**src/rtl/cpu_defs.sv**
```systemverilog
// Shared CPU definitions: address/exception/flush/prediction/MMU types and the
// fetch request record handed from the address generator to the IF stage.
// No ports (package).
package cpu_defs;

  typedef logic [31:0] virt_t;
  typedef logic [31:0] phys_t;

  localparam logic [4:0] EXCCODE_TLBL = 5'h02;
  localparam logic [4:0] EXCCODE_TLBS = 5'h03;
  localparam logic [4:0] EXCCODE_ADEL = 5'h04;

  localparam virt_t EXC_VEC_REFILL  = 32'hbfc00200;
  localparam virt_t EXC_VEC_GENERAL = 32'hbfc00380;

  // Lane mask is sized for the widest legal fetch block; lanes at or above the
  // configured width always read zero.
  localparam int unsigned MAX_FETCH_WIDTH = 4;

  typedef struct packed {
    logic       ex;
    logic       tlb_refill;
    logic [4:0] exc_code;
    virt_t      badvaddr;
  } exception_t;

  typedef struct packed {
    logic ex;
    logic tlb_refill;
    logic eret;
    logic tlb_op;
  } pipeline_flush_t;

  typedef struct packed {
    logic  valid;
    logic  br_taken;
    virt_t target;
  } predict_result_t;

  typedef struct packed {
    phys_t phy_addr;
  } mmu_result_t;

  typedef struct packed {
    logic                       valid;
    virt_t                      pc;
    logic [MAX_FETCH_WIDTH-1:0] lane_mask;
    exception_t                 exception;
  } fetch_req_t;

  // Lanes from the pc's slot to the end of its block are live.
  function automatic logic [MAX_FETCH_WIDTH-1:0] lane_mask_of(virt_t pc, int unsigned fw);
    logic [MAX_FETCH_WIDTH-1:0] mask;
    int unsigned                off;
    off  = 32'(pc[3:2]) & (fw - 1);
    mask = '0;
    for (int unsigned i = 0; i < MAX_FETCH_WIDTH; i++) begin
      mask[i] = (i < fw) && (i >= off);
    end
    return mask;
  endfunction

endpackage

```
**src/rtl/fetch_inflight_ctr.sv**
```systemverilog
// In-flight instruction request tracker.
//   accept      : request accepted by memory this cycle (issue & addr_ok)
//   data_ok     : a response returns this cycle
//   redirect    : fetch stream redirected; everything in flight becomes stale
//   outstanding : number of accepted requests still awaiting data
//   full        : outstanding has reached MAX_OUTSTANDING
//   resp_keep   : current data_ok belongs to a request that is still wanted
module fetch_inflight_ctr #(
  parameter int unsigned MAX_OUTSTANDING = 4,
  localparam int unsigned CNT_W = $clog2(MAX_OUTSTANDING + 1)
) (
  input  logic             clk,
  input  logic             reset,
  input  logic             accept,
  input  logic             data_ok,
  input  logic             redirect,
  output logic [CNT_W-1:0] outstanding,
  output logic             full,
  output logic             resp_keep
);

  logic [CNT_W-1:0] cnt_q, cnt_d;
  logic [CNT_W-1:0] discard_cnt_q, discard_cnt_d;

  always_comb begin
    cnt_d = cnt_q;
    if (accept && !data_ok) begin
      cnt_d = cnt_q + CNT_W'(1);
    end else if (!accept && data_ok && (cnt_q != '0)) begin
      cnt_d = cnt_q - CNT_W'(1);
    end

    discard_cnt_d = discard_cnt_q;
    if (redirect) begin
      // Post-cycle count: responses still owed after this edge are all stale.
      discard_cnt_d = cnt_d;
    end else if (data_ok && (discard_cnt_q != '0)) begin
      discard_cnt_d = discard_cnt_q - CNT_W'(1);
    end
  end

  always_ff @(posedge clk) begin
    if (reset) begin
      cnt_q         <= '0;
      discard_cnt_q <= '0;
    end else begin
      cnt_q         <= cnt_d;
      discard_cnt_q <= discard_cnt_d;
    end
  end

  assign outstanding = cnt_q;
  assign full        = (cnt_q == CNT_W'(MAX_OUTSTANDING));
  assign resp_keep   = !reset && data_ok && (discard_cnt_q == '0);

endmodule

```
**src/rtl/fetch_addr_gen.sv**
```systemverilog
// Instruction fetch address generator: holds the fetch pc, issues block-sized
// instruction requests, follows predictions and redirects, and emits a single
// exception record for an unfetchable pc.
//   clk, reset                  : clock, synchronous active-high reset
//   fs_allowin, bpu_flush       : IF ready / issue suppression
//   predict_result              : prediction for the block issued this cycle
//   is_correction/correct_target: branch redirect
//   pipeline_flush, c0_epc,
//   tlb_pc                      : exception / eret / TLB-op redirects
//   inst_vaddr, inst_result,
//   inst_tlb_ex                 : combinational MMU lookup of the current pc
//   inst_req/addr/size/addr_ok/
//   data_ok                     : instruction memory request channel
//   fs_req                      : request record to IF
//   resp_keep, outstanding      : response filtering and in-flight count
module fetch_addr_gen
  import cpu_defs::*;
#(
  parameter int unsigned FETCH_WIDTH     = 2,
  parameter int unsigned MAX_OUTSTANDING = 4,
  parameter virt_t       RESET_PC        = 32'hbfc00000,
  localparam int unsigned CNT_W = $clog2(MAX_OUTSTANDING + 1)
) (
  input  logic             clk,
  input  logic             reset,
  input  logic             fs_allowin,
  input  logic             bpu_flush,
  input  predict_result_t  predict_result,
  input  logic             is_correction,
  input  virt_t            correct_target,
  input  pipeline_flush_t  pipeline_flush,
  input  virt_t            c0_epc,
  input  virt_t            tlb_pc,
  output virt_t            inst_vaddr,
  input  mmu_result_t      inst_result,
  input  exception_t       inst_tlb_ex,
  output logic             inst_req,
  output logic [31:0]      inst_addr,
  output logic [1:0]       inst_size,
  input  logic             inst_addr_ok,
  input  logic             inst_data_ok,
  output fetch_req_t       fs_req,
  output logic             resp_keep,
  output logic [CNT_W-1:0] outstanding
);

  localparam virt_t BLOCK_BYTES = virt_t'(4 * FETCH_WIDTH);

  virt_t      pc_q, pc_d;
  logic       pfs_valid_q;
  logic       ex_sent_q, ex_sent_d;
  logic       redirect, issue, accept, ex_record, full;
  virt_t      redirect_pc, seq_pc;
  exception_t exc;

  assign redirect = pipeline_flush.ex | pipeline_flush.eret | pipeline_flush.tlb_op |
                    is_correction;

  always_comb begin
    redirect_pc = correct_target;
    if (pipeline_flush.ex) begin
      redirect_pc = pipeline_flush.tlb_refill ? EXC_VEC_REFILL : EXC_VEC_GENERAL;
    end else if (pipeline_flush.eret) begin
      redirect_pc = c0_epc;
    end else if (pipeline_flush.tlb_op) begin
      redirect_pc = tlb_pc + 32'd4;
    end
  end

  // Misalignment wins over a TLB fault; refill only applies to load-side TLB misses.
  always_comb begin
    exc = '0;
    if (pc_q[1:0] != 2'b00) begin
      exc.ex       = 1'b1;
      exc.exc_code = EXCCODE_ADEL;
      exc.badvaddr = pc_q;
    end else if (inst_tlb_ex.ex) begin
      exc            = inst_tlb_ex;
      exc.tlb_refill = inst_tlb_ex.tlb_refill && (inst_tlb_ex.exc_code == EXCCODE_TLBL);
    end
  end

  assign issue = !reset && pfs_valid_q && !exc.ex && fs_allowin && !bpu_flush &&
                 !redirect && !full;
  assign accept = issue && inst_addr_ok;

  // Exception record waits for the memory side to go quiet, then fires once.
  assign ex_record = !reset && pfs_valid_q && exc.ex && !ex_sent_q &&
                     (outstanding == '0) && fs_allowin && !redirect;

  always_comb begin
    if (predict_result.valid && predict_result.br_taken) begin
      seq_pc = predict_result.target;
    end else begin
      seq_pc = (pc_q & ~(BLOCK_BYTES - 32'd1)) + BLOCK_BYTES;
    end
  end

  always_comb begin
    pc_d      = pc_q;
    ex_sent_d = ex_sent_q;
    if (redirect) begin
      pc_d      = redirect_pc;
      ex_sent_d = 1'b0;
    end else begin
      if (accept) begin
        pc_d = seq_pc;
      end
      if (ex_record) begin
        ex_sent_d = 1'b1;
      end
    end
  end

  always_ff @(posedge clk) begin
    if (reset) begin
      pc_q        <= RESET_PC;
      pfs_valid_q <= 1'b0;
      ex_sent_q   <= 1'b0;
    end else begin
      pc_q        <= pc_d;
      pfs_valid_q <= 1'b1;
      ex_sent_q   <= ex_sent_d;
    end
  end

  fetch_inflight_ctr #(
    .MAX_OUTSTANDING(MAX_OUTSTANDING)
  ) u_inflight (
    .clk        (clk),
    .reset      (reset),
    .accept     (accept),
    .data_ok    (inst_data_ok),
    .redirect   (redirect),
    .outstanding(outstanding),
    .full       (full),
    .resp_keep  (resp_keep)
  );

  assign inst_req   = issue;
  assign inst_vaddr = pc_q;
  assign inst_addr  = inst_result.phy_addr;
  assign inst_size  = 2'd2;

  always_comb begin
    fs_req           = '0;
    fs_req.valid     = accept || ex_record;
    fs_req.pc        = pc_q;
    fs_req.lane_mask = lane_mask_of(pc_q, FETCH_WIDTH);
    if (ex_record) begin
      fs_req.exception = exc;
    end
  end

endmodule

```
**config.mk**
```make
export PLATFORM = sky130hd
export DESIGN_NAME = fetch_addr_gen
export DESIGN_NICKNAME = d
export VERILOG_FILES = /design/src/rtl/cpu_defs.sv /design/src/rtl/fetch_inflight_ctr.sv /design/src/rtl/fetch_addr_gen.sv
export SDC_FILE = /design/constraint.sdc
export NUM_CORES = 1
export LEC_CHECK = 0
export CORE_AREA = 10 10 132 134
export CTS_CLUSTER_DIAMETER = 150
export CTS_CLUSTER_SIZE = 12
export DETAILED_ROUTE_END_ITERATION = 12
export DIE_AREA = 0 0 142 144
export PLACE_DENSITY_LB_ADDON = 0.12
export SKIP_CTS_REPAIR_TIMING = 1
export SYNTH_ARGS = -nofsm -noshare
export SYNTH_HDL_FRONTEND = slang
export SYNTH_SLANG_ARGS = --single-unit
```
**constraint.sdc**
```tcl
create_clock -name clk -period 4.04 [get_ports clk]
set_input_delay 0.808 -clock clk [delete_from_list [all_inputs] [get_ports clk]]
set_output_delay 0.808 -clock clk [all_outputs]
set_load 0.05 [all_outputs]
```
==> reports/results.ini <==
[status]
run_status = finished clean

[sta]
finalCriticalPeriod_ns = 3.98
hold_viol = 0
period_share_pct = 98.6
max_slew.worst_pin.slew_ns = 1.05
rsz0062_at_grt = false
final_max_slew_viol_count = 0
setup_violations = 0
fin_skew_ns = 0.00611
setup_tns_ns = 0
fin_ws_ns = 0.0573
clock.fmax_ghz = 0.251
relSlewSlack_pct = 29.3

[clocking]
clkTransAtPathRegs_ns = 0.06
cts_root_buf = clkbuf_16
cts_inserted_buffers = 5
cts_tree = yes
cts_buffer_depth = 2
cts_sinks = 40
htreeDepth = 2
clock_latency_ns = 0.28

[critical_path]
crit_path_frequent_cell = or4_4
path_depth = 8
cp-end-kind = output pin
reg2reg_depth = 7
cp.buffers_inverters = 3
crit_path_start_kind = input port
cp_top_family = simple AND/OR/NAND/NOR gates
crit_arrival_ns = 3.17
crit_required_ns = 3.23
slowest_delay_ns = 0.61
crit_fanout = 10
path_cells = clkdlybuf4s50_1 -> or4_4 -> nor2_4 -> nand3_2 -> or4_4 -> buf_4 -> nor2_1 -> buf_12
critical_path_class = in2out
cp_slowest_cell = or4_4

[detailed_routing]
drcViolationCount = 0
vias = 6231
drtPass1Iterations = 7
via_per_inst = 5.67
routed_wl_um = 25000
ant_nets = 0
drtIter0Drc = 511
wl_per_cell_um = 22.7

[grt]
gr-total-overflow = 0
antenna_found_initial = 0
grt_pass1_vias = 6230
grt_util_met1_pct = 27.4
use_met3_pct = 5.74
track_usage_pct = 22.6
use_met2_pct = 38.9
grt_max_degree = 40
grt_first_pass_wirelength_um = 36700
grt_busiest_layer = met2

[logic_synthesis]
synth-edff-count = 0
synth_top_area_cell = dfxtp_1
ys_seq_elements = 40
syn-cell-area_um2 = 4820
syn_inst = 702
avgSynthCellArea_um2 = 6.87
async_reset_ff_share_pct = 0
synth_seq_area_share_pct = 16.6
synth_top_area_share_pct = 16.6
yosys_warnings = 0
synth.top_cells.by_area = dfxtp_1 (17%), buf_4 (11%), nor2_1 (7.5%)
ys_types = 61
synth_flop_cell = dfxtp_1

[cells_and_area]
fin_area_um2 = 8070
insertedDiodeCount = 0
mostFrequentLayoutCell = clkdlybuf4s50_1
fin_nets = 1130
layout_common_cells = clkdlybuf4s50_1 (244), nor2_1 (94), nand2_1 (59), buf_12 (42), dfxtp_1 (40)
nFillCells = 1438
layout-drive-gt1-share_pct = 10.6
syn2layout_area_growth_pct = 67.2

[power_and_ir_drop]
peakVddDrop_mv = 0.170
total_leakage_power_nw = 2.91
power_density_nw_per_um2 = 208

[floorplan]
start_util_pct = 32.4
die_h_um = 144
core.rowCount = 45
dieWidth_um = 142
core-area_um2 = 14900
die_area_um2 = 20400
design.portCount = 359

[hold_path]
holdCritPathClass = reg2reg
min_path_cells = 1

[job]
drv_cap = 0

[placement]
hpwl_um = 20400
pre_cts_ws_ns = -0.0757
io_buffers = 289
gp_congestion = 0.872
postPlaceCellArea_um2 = 7840

==> cells by family after synthesis <==
logic type                 Yosys count  share of synthesized area (%)
AOI/OAI and AO/OA                  187                           27.1
xor gates and xnor gates            48                           8.72
adders and majority gates            7                           1.82
buffers and inverters              136                           16.7
DFF                                 40                           16.6
muxes                                7                           1.48
other                                2                          0.156
and+or+nand+nor                    275                           27.5
==> Yosys cell counts (all sizes together), types with 6 or more instances <==
cell and instances:
a211oi 13, a21oi 31, a221oi 10, a22oi 32, a31oi 7, and3 15
and4 10, buf 75, clkbuf 42, dfxtp 40, ha 7, inv 18
mux2i 6, nand2 59, nand3 30, nand4 23, nor2 99, nor3 17
o21ai 37, o221ai 10, xnor2 27, xor2 21
==> worst paths after layout <==
path	from	to	slack, ns
worst max-delay path	pipeline_flush[3]	fs_req[9]	0.06
worst min-delay path	ex_sent_q$_SDFFE_PP0P_	ex_sent_q$_SDFFE_PP0P_	0.53
worst max register to register	inst_vaddr[3]$_SDFFE_PP0P_	inst_vaddr[25]$_SDFFE_PP1P_	1.29
worst min register to register	ex_sent_q$_SDFFE_PP0P_	ex_sent_q$_SDFFE_PP0P_	0.53
==> cell type report <==
type / count / area (µm²) / area share [%]
sequential: 40 / 801 / 9.93
clock inverter: 1 / 5.00 / 0.0621
clock buffer: 6 / 129 / 1.60
timing repair buffer: 316 / 3560 / 44.1
tap: 188 / 235 / 2.92
inverter: 19 / 76.3 / 0.946
multi-input combinational: 529 / 3260 / 40.4
==> state kept, by name, summed over array words and instances (netlist names) <==
signal,cells
pfs_valid_q,1
u_inflight.outstanding,3
inst_vaddr,32
ex_sent_q,1
u_inflight.discard_cnt_q,3
==> through the flow <==
step,power (mW),hold slack (ns),utilization [%],cells
6_report,1.68,0.530,54.3,1099
4_1_cts,1.67,0.531,53.6,1096
3_3_place_gp,1.28,0.536,52.7,1089
3_5_place_dp,1.29,0.518,52.7,1089
2_1_floorplan,1.02,0.433,-,705
5_1_grt,1.75,0.569,54.3,1099
==> routing by layer <==
metal	share of wire, %	up-vias
met3	9.8	46
met2	49	356
li1	-	2927
met5	0	-
met1	39	2902
met4	1.7	0
==> power by group <==
| part | total [mW] | internal (mW) | switching, mW | leakage, nW |
|---|---|---|---|---|
| combinational | 0.805 | 0.360 | 0.445 | 2.51 |
| clock | 0.386 | 0.225 | 0.161 | 0.0667 |
| sequential | 0.485 | 0.426 | 0.0588 | 0.330 |
| total | 1.68 | 1.01 | 0.665 | 2.91 |
==> worst register-to-register path, stage by stage, from the launching register on <==
cell and delay (ns):
dfxtp_1 0.56, ha_1 0.32, inv_1 0.08, nor4_1 0.89, nand4_1 0.23, xnor2_1 0.18, mux2i_1 0.21, o221ai_1 0.15
(Power assumes the default switching activity.)
==> edit, RTL diff (same flow settings) <==
`MAX_OUTSTANDING` is set to 4 in 2 places; all go to 8.
--- a/src/rtl/fetch_inflight_ctr.sv
+++ b/src/rtl/fetch_inflight_ctr.sv
@@ -7,5 +7,5 @@
 //   resp_keep   : current data_ok belongs to a request that is still wanted
 module fetch_inflight_ctr #(
-  parameter int unsigned MAX_OUTSTANDING = 4,
+  parameter int unsigned MAX_OUTSTANDING = 8,
   localparam int unsigned CNT_W = $clog2(MAX_OUTSTANDING + 1)
 ) (
--- a/src/rtl/fetch_addr_gen.sv
+++ b/src/rtl/fetch_addr_gen.sv
@@ -18,5 +18,5 @@
 #(
   parameter int unsigned FETCH_WIDTH     = 2,
-  parameter int unsigned MAX_OUTSTANDING = 4,
+  parameter int unsigned MAX_OUTSTANDING = 8,
   parameter virt_t       RESET_PC        = 32'hbfc00000,
   localparam int unsigned CNT_W = $clog2(MAX_OUTSTANDING + 1)
Interface: changed (resized outstanding); port bits go from 359 to 360. The function was not compared with the original's and may differ.
==> edit against the unedited design <==
Total power increased by 7.1%; setup slack improved by 0.019 ns; fmax increased by 0.48%; die area unchanged; wire length decreased by 0.18%; cell area increased by 3.1%; hold slack got worse by 0.047 ns; critical path depth unchanged; first-iteration DRC count decreased by 24%; register-to-register slack improved by 0.17 ns; global-route usage decreased by 0.56 points; sequential cell count increased by 2; synthesized area increased by 3.1%; utilization increased by 1.7 points; critical path type unchanged.
==> edit: results (changes against the unedited design) <==
- The detailed-route vias per instance is 5.69 (was 5.67).
- The power in the clock group came to 0.387 mW (was 0.386 mW).
- The post-synthesis adder-cell area fraction is 1.26% (was 1.82%).
- The leakage power total is 2.96 nW (was 2.91 nW).
- The first-pass iteration count of the detailed router is 5 (was 7).
- Status: finished clean (unchanged).
- The fraction of power spent switching nets is 40.5% (was 39.7%).
- The xor/xnor cell area share of the yosys netlist is 8.10% (was 8.72%).
- The highest achievable clock rate came to 252 MHz (was 251 MHz).
- The wire length on met2 came to 12,200 um (was 12,300 um).
- The setup skew after layout is 0.00845 ns (was 0.00611 ns).
- The fill cell instance count of the final layout was 1,417 (was 1,438).
- The layout cell share with drive strength beyond 1 was 13.5% (was 10.6%).
- The remaining max-slew budget at the tightest pin was 35.0% (was 29.3%).
- The total combinational power is 0.884 mW (was 0.805 mW).
- The wire length of the first global-routing pass is 36,400 um (was 36,700 um).
- The tightest hold margin is 0.483 ns (was 0.530 ns).
- Cell types occupying the most area after synthesis: sky130_fd_sc_hd__dfxtp_1 17%, sky130_fd_sc_hd__buf_4 11%, sky130_fd_sc_hd__nor2_1 8.0% (was sky130_fd_sc_hd__dfxtp_1 17%, sky130_fd_sc_hd__buf_4 11%, sky130_fd_sc_hd__nor2_1 7.5%).
- The share of the synthesized area in compound gates (AO/OA/AOI/OAI) is 27.4% (was 27.1%).
- The maximum vdd ir drop came to 0.000148 V (was 0.000170 V).
- The final design utilization is 55.9% (was 54.3%).
- The count of cell types in the netlist is 65 (was 61).
- The net switching power of the design is 0.727 mW (was 0.665 mW).
- The total global-route track usage is 22.1% (was 22.6%).
- The critical register-to-register path startpoint was inst_vaddr[0]$_SDFFE_PP0P_ (was inst_vaddr[3]$_SDFFE_PP0P_).
- The worst stage delay on the critical path is 0.61 ns (about the same).
- The timing endpoint of the critical path is fs_req[27] (was fs_req[9]).
- The endpoint of the lowest-slack register-to-register path is inst_vaddr[8]$_SDFFE_PP0P_ (was inst_vaddr[25]$_SDFFE_PP1P_).
- The placement-stage worst setup slack is -0.0335 ns (was -0.0757 ns).
- Synth top cells by count: 106 x sky130_fd_sc_hd__nor2_1, 70 x sky130_fd_sc_hd__buf_4, 50 x sky130_fd_sc_hd__nand2_1 (was 96 x sky130_fd_sc_hd__nor2_1, 70 x sky130_fd_sc_hd__buf_4, 59 x sky130_fd_sc_hd__nand2_1).
- The placement-stage cell area came to 7990 um2 (was 7840 um2).
- The setup slack of the most critical reg-to-reg path is 1.46 ns (was 1.29 ns).
- The initial DRC count was 386 (was 511).
- The pin count of the biggest net entering global routing was 43 (was 40).
- The mux contribution to synthesized area is 1.26% (was 1.48%).
- The HPWL after detailed placement is 20,000 um (was 20,400 um).
- The detailed-route via count was 6,382 (was 6,231).
- The share of synthesized area occupied by flip-flops and latches is 16.9% (was 16.6%).
- The routed wire length on met3 is 2230 um (was 2440 um).
- The final RePlAce weighted congestion is 0.926 (was 0.872).
- The length in cells of the worst reg-to-reg path is 6 (was 7).
## edit: cell count changes after synthesis, sizes merged, moves of 4 or more
cell,before,now
a2111oi,5,1
a211o,5,1
nand3,30,38
a211oi,13,19
nor2,99,107
a21oi,31,37
nor4,3,12
and3,15,9
and4,10,5
nor3,17,28
o21ai,37,31
and2,3,9
nand2,59,50
nand4,23,18
## edit: cell type report
| class | instances | area share [%] |
|---|---|---|
| Timing Repair Buffer | 315 | 43.1 |
| Clock buffer | 7 | 1.60 |
| Sequential cell | 42 | 10.1 |
| Multi-Input combinational cell | 552 | 41.5 |
| Inverter | 18 | 0.843 |
| Tap cell | 188 | 2.83 |
## edit: metal layers
| metal | track usage (%) | up-vias |
|---|---|---|
| met5 | 0 | - |
| met4 | 6.78 | 0 |
| met3 | 5.44 | 58 |
| met2 | 37.4 | 336 |
| met1 | 26.7 | 2983 |
| li1 | - | 3005 |
